===== config.mk =====
export PLATFORM = sky130hd
export DESIGN_NAME = gb_regbank
export DESIGN_NICKNAME = d
export VERILOG_FILES = /design/src/rtl/gb_regbank.sv
export SDC_FILE = /design/constraint.sdc
export NUM_CORES = 1
export LEC_CHECK = 0
export CAP_MARGIN = 10
export CELL_PAD_IN_SITES_DETAIL_PLACEMENT = 0
export CELL_PAD_IN_SITES_GLOBAL_PLACEMENT = 1
export CORE_AREA = 3 3 334 336
export CTS_CLUSTER_SIZE = 28
export DETAILED_ROUTE_END_ITERATION = 10
export DIE_AREA = 0 0 337 339
export GPL_TIMING_DRIVEN = 0
export PLACE_DENSITY = 0.47
export SYNTH_ARGS = -nofsm -noshare
export SYNTH_HDL_FRONTEND = slang
export SYNTH_SLANG_ARGS = --single-unit

===== constraint.sdc =====
create_clock -name clk -period 1.5 [get_ports clk]
set_input_delay 0.3 -clock clk [delete_from_list [all_inputs] [get_ports clk]]
set_output_delay 0.3 -clock clk [all_outputs]
set_load 0.02 [all_outputs]

===== src/rtl/gb_regbank.sv =====
// Host-accessible register bank on the ghostbus interface: NREG decoded registers
// with per-register RW / RO / W1C modes and a fixed-latency read pipeline.
module gb_regbank #(
    parameter int                   AW       = 24,
    parameter int                   DW       = 32,
    parameter int                   NREG     = 8,
    parameter int                   BASE     = 0,
    parameter int                   RD       = 2,
    parameter logic [NREG-1:0]      RO_MASK  = '0,
    parameter logic [NREG-1:0]      W1C_MASK = '0,
    parameter logic [NREG*DW-1:0]   INIT     = '0
) (
    input  logic                    clk,
    input  logic                    rst_n,
    input  logic [AW-1:0]           gb_addr,
    input  logic [DW-1:0]           gb_wdata,
    input  logic                    gb_wen,
    input  logic                    gb_rstb,
    output logic [DW-1:0]           gb_rdata,
    output logic                    gb_rvalid,
    output logic [NREG*DW-1:0]      reg_out,
    input  logic [NREG*DW-1:0]      reg_in,
    input  logic [NREG*DW-1:0]      status_set,
    output logic [NREG-1:0]         wr_pulse
);

    localparam int IW = (NREG > 1) ? $clog2(NREG) : 1;

    // Offset is taken one bit wider than the address so BASE+NREG never wraps.
    logic [AW:0]    off;
    logic           hit;
    logic [IW-1:0]  idx;
    logic           wr_hit;
    logic           rd_hit;

    assign off    = {1'b0, gb_addr} - (AW+1)'(BASE);
    assign hit    = ({1'b0, gb_addr} >= (AW+1)'(BASE)) && (off < (AW+1)'(NREG));
    assign idx    = off[IW-1:0];
    assign wr_hit = gb_wen & hit;
    assign rd_hit = gb_rstb & hit;

    for (genvar i = 0; i < NREG; i++) begin : g_reg
        if (RO_MASK[i]) begin : g_ro
            assign reg_out[i*DW +: DW] = reg_in[i*DW +: DW];
        end else begin : g_st
            logic          wr_i;
            logic [DW-1:0] val_q;
            logic [DW-1:0] val_d;

            assign wr_i = wr_hit && (idx == IW'(i));

            // For W1C the set request is applied after the clear, so set wins.
            always_comb begin
                val_d = val_q;
                if (W1C_MASK[i]) begin
                    if (wr_i) val_d = val_q & ~gb_wdata;
                    val_d = val_d | status_set[i*DW +: DW];
                end else if (wr_i) begin
                    val_d = gb_wdata;
                end
            end

            always_ff @(posedge clk or negedge rst_n) begin
                if (!rst_n) val_q <= INIT[i*DW +: DW];
                else        val_q <= val_d;
            end

            assign reg_out[i*DW +: DW] = val_q;
        end
    end

    logic [DW-1:0] rd_val;

    always_comb begin
        rd_val = '0;
        for (int i = 0; i < NREG; i++) begin
            if (idx == IW'(i)) rd_val = reg_out[i*DW +: DW];
        end
    end

    logic [NREG-1:0] wr_pulse_q;
    logic [NREG-1:0] wr_pulse_d;

    assign wr_pulse_d = wr_hit ? (NREG'(1) << idx) : '0;

    always_ff @(posedge clk or negedge rst_n) begin
        if (!rst_n) wr_pulse_q <= '0;
        else        wr_pulse_q <= wr_pulse_d;
    end

    assign wr_pulse = wr_pulse_q;

    // Read pipeline: RD stages of {valid, data}; data is zero whenever valid is low.
    logic [RD-1:0] vld_q;
    logic [DW-1:0] dat_q [RD];

    always_ff @(posedge clk or negedge rst_n) begin
        if (!rst_n) begin
            vld_q <= '0;
            for (int s = 0; s < RD; s++) dat_q[s] <= '0;
        end else begin
            vld_q[0] <= rd_hit;
            dat_q[0] <= rd_hit ? rd_val : '0;
            for (int s = 1; s < RD; s++) begin
                vld_q[s] <= vld_q[s-1];
                dat_q[s] <= dat_q[s-1];
            end
        end
    end

    assign gb_rvalid = vld_q[RD-1];
    assign gb_rdata  = vld_q[RD-1] ? dat_q[RD-1] : '0;

    logic unused_ok;
    assign unused_ok = ^{off[AW:IW], reg_in, status_set};

endmodule


==> summary.md, run 1 <==
| Metric | Value |
|---|---|
| Status | finished with violations |
| Failing checks | negative setup slack |
| Setup TNS | -136200 ps |
| Ranking of synthesized cells by area | dfrtp_1 57%, mux2_2 17%, mux2_4 3.1% |
| CP arrival | 2560 ps |
| Post-Syn Area | 14600 µm² |
| H-tree depth | 2 |
| DR iter-0 viols | 594 |
| DRC viols | 0 |
| GRT overflow | 0 |
| MaxCap Viol Count | 0 |
| CTS tree | done |
| Final wirelength | 86600 µm |
| Layout area overhead | 83.7% |
| Count leader, synth | dfrtp_1 |
| Per-cell routed wire length | 27.7 µm |
| TritonCTS Buffers | 43 |
| CORE AREA | 109000 µm² |
| Die Ht | 339 µm |
| Critical path class | input pin to flip-flop |
| Dpl hpwl | 55500 µm |
| Antenna Nets Post-Route | 0 |
| RSZ-0062 raised after global routing | yes |
| Top cells by count, synth | 330 x dfrtp_1, 221 x mux2_2, 54 x nor2_1, 46 x clkbuf_1, 33 x and2_1 |
| Drt first pass iters | 5 |
| Worst slew pin tran | 693 ps |
| Sequential-to-total area share from yosys stat | 56.7% |
| Peak VDD IR | 0.632 mV |
| Top FF cell, synth | dfrtp_1 |
| Achievable Freq | 483 MHz |
| PD cells | 795 nW/µm² |
| Later-pin clock latency in the skew report | 620 ps |
| Worst setup EP type | flip-flop |
| Clock skew | 21.6 ps |
| Final min period | 2070 ps |
| Largest family of logic cells by synthesized area | multiplexers |
| Global-route wire length before repair | 111000 µm |
| Non-Filler Instances | 3128 |
| Avg Cell Area, Syn | 14.4 µm² |
| Setup ws final | -571 ps |
| CP startpoint kind | input pin |
| Worst hold path type | input pin to asynchronous set/reset pin |
| EDFF count, synth | 0 |
| Slew HR | 53.8% |
| Overall global routing resource usage | 14.2% |
| Fin Hold WS | 86.8 ps |
| Critical path, cell by cell | buf_6, or4_4, nor4_4, nand3_2, buf_12, buf_4, nor3_4, buf_12, clkbuf_16, mux2_4 |
| Fin nets | 2251 |
| Clock Sink Count | 330 |
| Root Buffer | clkbuf_16 |
| Port Buffers | 355 |
| Multiplexer share of the synthesized area | 25.9% |
| Largest net degree at the start of global routing | 111 |
| XOR/XNOR share of the synthesized area | 0% |
| Simple-Gate Fraction of Synth Area | 9.72% |
| Clock Pin Slew Worst Setup and Hold Paths | 60 ps |
| Initial antenna violation count | 4 |
| Synth Area in Compound Gates | 4.35% |
| Std-Cell Rows | 121 |
| Final Hold Vio Count | 0 |
| DR vias | 12000 |
| Worst slack, placed | -2320 ps |
| Buf/Inv on CP | 5 |
| Setup Viol. Count Final | 320 |
| YS warnings | 0 |
| IO Pins | 869 |
| Die ar. | 114000 µm² |
| Placed insts | 2785 |
| Post-Syn Nets | 1585 |
| Max Fanout on Critical Path | 8 |
| Reg2reg setup slack | -120 ps |
| Gp weighted congestion | 0.729 |
| Final period utilization | 138% |
| Asr flop ratio synth | 100% |
| Vias in the first global route | 12300 |
| WP data required | 1990 ps |
| Via/cell ratio | 3.84 |
| Mapped Cells | 1013 |
| Chip Width | 337 µm |
| Yosys reg bits | 330 |
| Starting Density | 13.4% |
| Max Root-Sink Buffers | 3 |
| Synth Area in Adders | 0% |
| Most frequent CP cell | buf_12 |
| Slowest stage delay, CP | 530 ps |
| Share of layout cells above drive strength 1 | 66.9% |
| Post-synth top area share | 56.7% |
| Max Slew Vio Count | 0 |
| CP top delay family | simple AND/OR/NAND/NOR gates |
| Cell taking the most area after synthesis | dfrtp_1 |
| Slowest cell on the critical path | or4_4 |
| Pleak | 12.8 nW |
| Cell variety after synth | 38 |
[path summary, 6_finish.rpt]
| kind | from | to | cells after the start |
|---|---|---|---|
| max in group asynchronous | rst_n | vld_q[1] | 4 |
| min in group clk | gb_addr[12] | dat_q[34] | 6 |
| worst max-delay path | gb_addr[12] | g_reg[4].g_st.val_q[13] | 10 |
| worst min-delay path | rst_n | g_reg[0].g_st.val_q[23] | 2 |
| worst max register to register | g_reg[2].g_st.val_q[31] | dat_q[63] | 6 |
| worst min register to register | dat_q[40] | dat_q[8] | 0 |
[area by class of cell]
class | instances | area, µm²
Clock inverter | 14 | 198
Timing Repair Buffer | 632 | 6640
Clock buffer | 65 | 1260
Sequential cell | 330 | 8280
Fill cell | 11324 | 82100
Tap cell | 1414 | 1770
Multi-Input combinational cell | 597 | 7500
Buffer | 72 | 1080
Antenna cell | 1 | 2.50
Inverter | 3 | 11.3
[placed cells by master (no fill, tap or decap), types with 23 or more instances in the layout]
master / netlist / layout
buf_12: 3 / 46
buf_2: 16 / 29
nor2_1: 54 / 54
dfrtp_1: 330 / 314
buf_6: 8 / 264
buf_16: 0 / 25
buf_4: 9 / 219
and2_4: 0 / 32
mux2_2: 221 / 37
mux2i_1: 32 / 29
mux2_4: 30 / 219
clkbuf_16: 0 / 55
clkbuf_2: 0 / 23
clkdlybuf4s50_1: 0 / 39
[where the power goes]
group | internal [mW] | leakage (nW) | switching, mW
Clock | 6.36 | 0.702 | 4.44
Sequential | 8.90 | 4.59 | 0.0000139
Combinational | 0.551 | 7.49 | 0.993
[worst reg2reg max path: cells and delay by family, from the launching register on]
family                 cells  cell delay, ps
AO/OA/AOI/OAI              3             770
flip-flops                 1             370
AND/OR/NAND/NOR            2             280
buffers and inverters      1             110
[routing by layer]
metal / part of all wire, % / GRT usage, % / vias to the layer above / wire length [µm]
li1: - / - / 5111 / -
met1: 47 / 20.0 / 6372 / 41000
met2: 43 / 20.9 / 423 / 37500
met3: 6.9 / 4.41 / 94 / 5990
met4: 2.5 / 4.10 / 0 / 2150
met5: 0 / 0 / - / 0
[cells by family (layout without fill, tap and decap cells)]
logic type | count (synthesis) | after routing
buf+inv | 86 | 786
flops | 330 | 330
mux | 308 | 308
other cells | 0 | 1
compound gates | 88 | 88
simple gates | 201 | 201
[state kept, by name, summed over array words and instances (netlist names)]
name,count
wr_pulse,8
g.g_st.val_q,256
vld_q,2
dat_q,64
[stage by stage]
step                utilization [%]  power [mW]  cell area, µm²
finish                         24.6        21.2           26700
global route                   24.6        22.1           26700
CTS                            22.4        21.5           24400
detailed placement             18.6        10.3           20300
global placement               18.6        10.3           20200
floorplan                         -        9.44           14900
[what timing repair did]
item	CTS	global route
buffers inserted	66	195
hold buffers	1	0
pin swaps	44	90
endpoints found under the setup margin	594	691
endpoints found under the hold margin	220	0
cloned	18	10
gates resized for setup	621	1563
Power figures use the tool's default switching activity.
==> inputs of run 2 (changes only) <==
CELL_PAD_IN_SITES_DETAIL_PLACEMENT = default   (was 0)
CELL_PAD_IN_SITES_GLOBAL_PLACEMENT = default   (was 1)
CORE_AREA = 3 3 338 340   (was 3 3 334 336)
DIE_AREA = 0 0 341 343   (was 0 0 337 339)
PLACE_DENSITY = 0.38   (was 0.47)
RECOVER_POWER = 25   (was default)
==> summary.md, run 2 (synthesis results as in run 1) <==
| Metric | Value |
|---|---|
| Status | finished with violations |
| PD cells | 821 nW/µm² (+3.3%) |
| Largest net degree at the start of global routing | 112 (+0.90%) |
| Initial antenna violation count | 7 (+3) |
| DR iter-0 viols | 625 (+5.2%) |
| Final wirelength | 86800 µm (+0.25%) |
| Top Usage Layer GRT | met2 |
| CORE AREA | 112000 µm² (+2.8%) |
| Total Power | 21.4 mW (+0.65%) |
| Reg2reg setup slack | -190 ps (-70 ps) |
| Capture point of the critical path | g_reg[4].g_st.val_q[17] |
| IO Pins | 869 (unchanged) |
| Worst setup EP type | flip-flop |
| Clock Sink Count | 330 (unchanged) |
| Dpl hpwl | 56400 µm (+1.7%) |
| Max Root-Sink Buffers | 3 (unchanged) |
| Final min period | 2090 ps (+18.1 ps) |
| Fill count | 11940 (+5.4%) |
| GRT overflow | 0 (unchanged) |
| Most frequent cells in the layout | 310 x dfrtp_1, 258 x buf_6, 219 x mux2_4 |
| GR Util met1 | 19.6% (-0.41 points) |
| Achievable Freq | 479 MHz (-0.87%) |
| Peak VDD IR | 0.661 mV (+4.6%) |
| Cell Area, Placed | 20400 µm² (+0.60%) |
| Pleak | 12.4 nW (-2.7%) |
| Worst Reg-to-Reg Cells | 5 (-1) |
| M2 GR Usage | 20.7% (-0.21 points) |
| Root Buffer | clkbuf_16 |
| Failing checks | negative setup slack |
| CP startpoint kind | input pin |
| Clock skew | 12.9 ps (-8.66 ps) |
| Placed insts | 2872 (+3.1%) |
| DRC viols | 0 (unchanged) |
| H-tree depth | 2 (unchanged) |
| Die ar. | 117000 µm² (+2.4%) |
| Final period utilization | 139% (+1.2 points) |
| Worst setup path startpoint | gb_addr[15] |
| Worst hold path type | input pin to asynchronous set/reset pin |
| Max Slew Vio Count | 0 (unchanged) |
| Share of layout cells above drive strength 1 | 64.8% (-2.1 points) |
| Overall global routing resource usage | 13.8% (-0.48 points) |
| Commonest non-fill, non-tap cell in the layout | dfrtp_1 |
| Vias in the first global route | 12300 (unchanged) |
| Via/cell ratio | 3.73 (-2.7%) |
| CP arrival | 2570 ps (about the same) |
| Multi-input logic area | 7180 µm² (-4.4%) |
| Setup ws final | -589 ps (-18.1 ps) |
| RSZ-0062 raised after global routing | yes |
| Chip Width | 341 µm (+1.2%) |
| Die Ht | 343 µm (+1.2%) |
| Port Buffers | 355 (unchanged) |
| Starting Density | 13.0% (-0.36 points) |
| MaxCap Viol Count | 0 (unchanged) |
| Drt first pass iters | 4 (-1) |
| Final Hold Vio Count | 0 (unchanged) |
| Gp weighted congestion | 0.735 (+0.88%) |
| Fin Hold WS | 112 ps (+24.9 ps) |
| Worst slew pin tran | 1080 ps (+388 ps) |
| Antenna Nets Post-Route | 0 (unchanged) |
| Max reg flops | 256 (unchanged) |
| Global-route wire length before repair | 110000 µm (-0.33%) |
| Per-cell routed wire length | 27.2 µm (-1.7%) |
| WP data required | 1980 ps (about the same) |
| Clock Pin Slew Worst Setup and Hold Paths | 60 ps (about the same) |
| FF-to-FF End | dat_q[41] |
| Non-Filler Instances | 3191 (+2.0%) |
| Max Fanout on Critical Path | 6 (-2) |
| Setup Viol. Count Final | 485 (+52%) |
| Layout area overhead | 78.9% |
| Met3 Track Usage GR | 3.50% (-0.90 points) |
| Fin nets | 2224 (-1.2%) |
| DR vias | 11915 (-0.71%) |
| TritonCTS Buffers | 45 (+4.7%) |
| Register area | 8280 µm² (about the same) |
| Setup TNS | -156520 ps (-20320 ps) |
| Finished layout cell area | 26000 µm² (-2.6%) |
| Critical path class | input pin to flip-flop |
| Std-Cell Rows | 123 (+1.7%) |
| Slew HR | 27.9% (-26 points) |
| CTS tree | done |
| Register name with the most flops | g.g_st.val_q |
| Later-pin clock latency in the skew report | 610 ps (about the same) |
| Reg2reg start | g_reg[2].g_st.val_q[9] |
==> run 2: timing repair <==
item / CTS / global route
setup endpoints to repair: 594 / 797
buffers inserted: 50 / 179
endpoints found under the hold margin: 113 / 0
pin swaps: 43 / 17
hold buffers: 1 / 0
gates cloned: 11 / 13
gates resized for setup: 616 / 1481
==> run 2: power by group <==
group / total (mW) / internal, mW / switching (mW)
sequential: 8.90 / 8.90 / 0.0000138
clock: 11.0 / 6.51 / 4.53
combinational: 1.44 / 0.480 / 0.959
total: 21.4 / 15.9 / 5.49
==> run 2: worst min-delay path by stage <==
stage / to / cells past startpoint / slack [ps]
detailed placement: g_reg[2].g_st.val_q[30] / 1 / 150
CTS: dat_q[21] / 2 / 60
finish: g_reg[5].g_st.val_q[30] / 2 / 110
global route: g_reg[5].g_st.val_q[30] / 2 / 100
global placement: vld_q[1] / 0 / 330
floorplan: dat_q[0] / 0 / 4
==> run 2: critical path, stage by stage <==
cell	delay (ps)
clkbuf_2	80
or4_4	530
nor4_4	260
nand3_2	160
buf_12	170
buf_4	130
nor3_4	160
buf_6	190
buf_12	120
clkbuf_16	160
mux2_4	290
==> run 2: routing by layer <==
layer  part of all wire (%)  vias to the layer above  routed length [µm]
met3                    6.2                      103                5390
met1                     48                     6354               42100
li1                       -                     5049                   -
met5                      0                        -                   0
met4                    2.2                        0                1950
met2                     43                      409               37400
==> run 2: per-stage QoR <==
step           worst slack [ps]  utilization [%]
4_1_cts                    -584             21.5
3_5_place_dp              -2330             18.3
6_report                   -589             23.3
2_1_floorplan              -850                -
5_1_grt                    -651             23.3
3_3_place_gp             -15790             18.2
==> run 2: layout make-up <==
class                           instances  area share, %
Buffer                                 75           4.06
Antenna cell                            7         0.0673
Clock buffer                           60           4.93
Inverter                                3         0.0432
Clock inverter                         19          0.725
Multi-Input combinational cell        597           27.6
Tap cell                             1500           7.21
Sequential cell                       330           31.8
Timing Repair Buffer                  600           23.6
==> inputs of run 3 (changes only) <==
CAP_MARGIN = 20   (was 10)
==> summary.md, run 3 (synthesis results as in run 1) <==
| Metric | Value |
|---|---|
| Via/cell ratio | 3.73 (-0.17%) |
| Cell Area, Placed | 20500 µm² (+0.15%) |
| Chip Width | 341 µm (unchanged) |
| Largest net degree at the start of global routing | 112 (unchanged) |
| Fill count | 11851 (-0.75%) |
| Comb power frac | 6.8% (about the same) |
| RSZ-0062 raised after global routing | yes |
| Per-cell routed wire length | 26.9 µm (-1.1%) |
| Gp weighted congestion | 0.735 (unchanged) |
| Most frequent cells in the layout | 318 x dfrtp_1, 289 x buf_6, 257 x buf_4 |
| Worst Reg-to-Reg Cells | 6 (+1) |
| Clock Sink Count | 330 (unchanged) |
| Final period utilization | 137% (-2.7 points) |
| Critical path class | input pin to flip-flop |
| Worst setup EP type | flip-flop |
| Register name with the most flops | g.g_st.val_q |
| Cell-internal power | 16.6 mW (+4.5%) |
| WP data required | 1980 ps (about the same) |
| Setup ws final | -548 ps (+41.0 ps) |
| MaxCap Viol Count | 0 (unchanged) |
| Sequential share of power | 40.1% (-1.5 points) |
| Die ar. | 117000 µm² (unchanged) |
| Vias in the first global route | 13383 (+8.8%) |
| Status | finished with violations |
| Share of layout cells above drive strength 1 | 67.3% (+2.6 points) |
| Die Ht | 343 µm (unchanged) |
| Antenna Nets Post-Route | 0 (unchanged) |
| Clock share of power | 53.1% (+1.5 points) |
| Starting Density | 13.0% (unchanged) |
| Port Buffers | 355 (unchanged) |
| Finished layout cell area | 27500 µm² (+5.4%) |
| Peak VDD IR | 0.674 mV (+1.9%) |
| M2 GR Usage | 22.0% (+1.3 points) |
| CP arrival | 2530 ps (-40 ps) |
| Overall global routing resource usage | 14.6% (+0.83 points) |
| Achievable Freq | 488 MHz (+2.0%) |
| Failing checks | negative setup slack |
| Commonest non-fill, non-tap cell in the layout | dfrtp_1 |
| CORE AREA | 112000 µm² (unchanged) |
| IO Pins | 869 (unchanged) |
| Initial antenna violation count | 7 (unchanged) |
| H-tree depth | 2 (unchanged) |
| Max Slew Vio Count | 0 (unchanged) |
| Root Buffer | clkbuf_16 |
| Max reg flops | 256 (unchanged) |
| Later-pin clock latency in the skew report | 600 ps (about the same) |
| Max Fanout on Critical Path | 7 (+1) |
| PD cells | 809 nW/µm² (-1.5%) |
| Final min period | 2050 ps (-41.0 ps) |
| Max Root-Sink Buffers | 3 (unchanged) |
| Clock Pin Slew Worst Setup and Hold Paths | 50 ps (about the same) |
| Final wirelength | 88000 µm (+1.4%) |
| Switching Fraction | 25.2% (-0.46 points) |
| Global-route wire length before repair | 117000 µm (+5.8%) |
| Dpl hpwl | 56600 µm (+0.36%) |
| Pleak | 13.1 nW (+5.6%) |
| DR iter-0 viols | 544 (-13%) |
| Fin nets | 2302 (+3.5%) |
| Slew HR | 34.9% (+7.0 points) |
| GR Util met1 | 20.5% (+0.97 points) |
| Top Usage Layer GRT | met2 |
| Drt first pass iters | 4 (unchanged) |
| DR vias | 12201 (+2.4%) |
| Worst slew pin tran | 977 ps (-104 ps) |
| CTS tree | done |
| Setup Viol. Count Final | 341 (-30%) |
| Total Power | 22.2 mW (+3.8%) |
| DRC viols | 0 (unchanged) |
| Final Hold Vio Count | 0 (unchanged) |
| GRT overflow | 0 (unchanged) |
| Layout area overhead | 88.6% |
| Std-Cell Rows | 123 (unchanged) |
| TritonCTS Buffers | 47 (+4.4%) |
| Sw Pwr | 5.59 mW (+2.0%) |
| CP startpoint kind | input pin |
| Worst hold path type | input pin to asynchronous set/reset pin |
| Clock skew | 11.3 ps (-1.61 ps) |
| Met3 Track Usage GR | 3.58% (+0.072 points) |
[run 3: cell types whose count changed in the layout (fill, tap and decap cells not counted), moves of 8 or more]
cell	previous run	this run
o21ai_0	16	7
dfrtp_1	310	318
buf_16	9	22
buf_6	258	289
buf_2	26	15
a221oi_2	7	17
a221oi_1	15	5
nor4_1	10	2
clkbuf_2	24	15
buf_4	207	257
o21ai_1	6	15
dfrtp_2	20	12
clkbuf_16	63	55
nor4_4	11	19
[run 3: layout make-up]
cell class	count	area, µm²	area share (%)
repair buffers	675	6990	25.5
flip-flops and latches	330	8270	30.1
multi-input cells	597	7530	27.4
clock inverters	21	253	0.920
diodes	6	15.0	0.0547
well taps	1500	1880	6.83
clock buffers	65	1360	4.94
plain buffers	76	1150	4.20
inverters	3	11.3	0.0410
[run 3: per-layer routing]
layer	up-vias	part of all wire, %
li1	5235	-
met1	6487	48
met2	389	44
met3	90	6.2
met4	0	2.1
met5	-	0
[run 3: power groups by stage]
stage                     clock network (mW)  logic (mW)  registers [mW]
final                                   11.8        1.52            8.91
after global routing                    12.5        1.62            8.90
after CTS                               12.2        1.47            8.90
after detailed placement                   0        1.26            9.06
after global placement                     0        1.21            9.08
after floorplan                            0       0.368            9.07
[run 3: worst max-delay path, cell delays in order]
cell and delay [ps]:
buf_6 90, or4_4 530, nor4_4 190, nand3_2 170, or4_4 560, buf_12 180, buf_16 170, mux2_4 300
[run 3: path summary, 6_finish.rpt]
path                                               from                      end  slack (ps)
worst max-delay path                        gb_addr[12]  g_reg[0].g_st.val_q[29]        -550
worst min-delay path                              rst_n  g_reg[3].g_st.val_q[10]         140
worst max register to register  g_reg[2].g_st.val_q[31]                dat_q[63]        -240
worst min register to register                dat_q[35]                 dat_q[3]         350
max in group asynchronous                         rst_n  g_reg[2].g_st.val_q[25]        -210
min in group clk                            gb_addr[12]                dat_q[34]         310
[run 3: repair_timing]
| action | in CTS | in global routing |
|---|---|---|
| endpoints found under the hold margin | 113 | 14 |
| endpoints found under the setup margin | 594 | 441 |
| resized for setup | 2240 | 221 |
| cloned | 24 | 1 |
| hold buffers | 4 | 3 |
| pin swaps | 74 | 68 |
| setup buffers | 262 | 42 |
[run 3: metrics by stage]
| stage | instances | setup TNS [ps] | setup slack, ps | utilization [%] | hold WS [ps] |
|---|---|---|---|---|---|
| 2_1_floorplan | 1013 | -202200 | -850 | - | 4.41 |
| 5_1_grt | 3269 | -162430 | -563 | 24.5 | 194 |
| 3_3_place_gp | 2868 | -5719250 | -15790 | 18.2 | 332 |
| 6_report | 3273 | -125050 | -548 | 24.5 | 145 |
| 3_5_place_dp | 2874 | -537030 | -2330 | 18.3 | 146 |
| 4_1_cts | 3249 | -114940 | -588 | 24.0 | -69.6 |
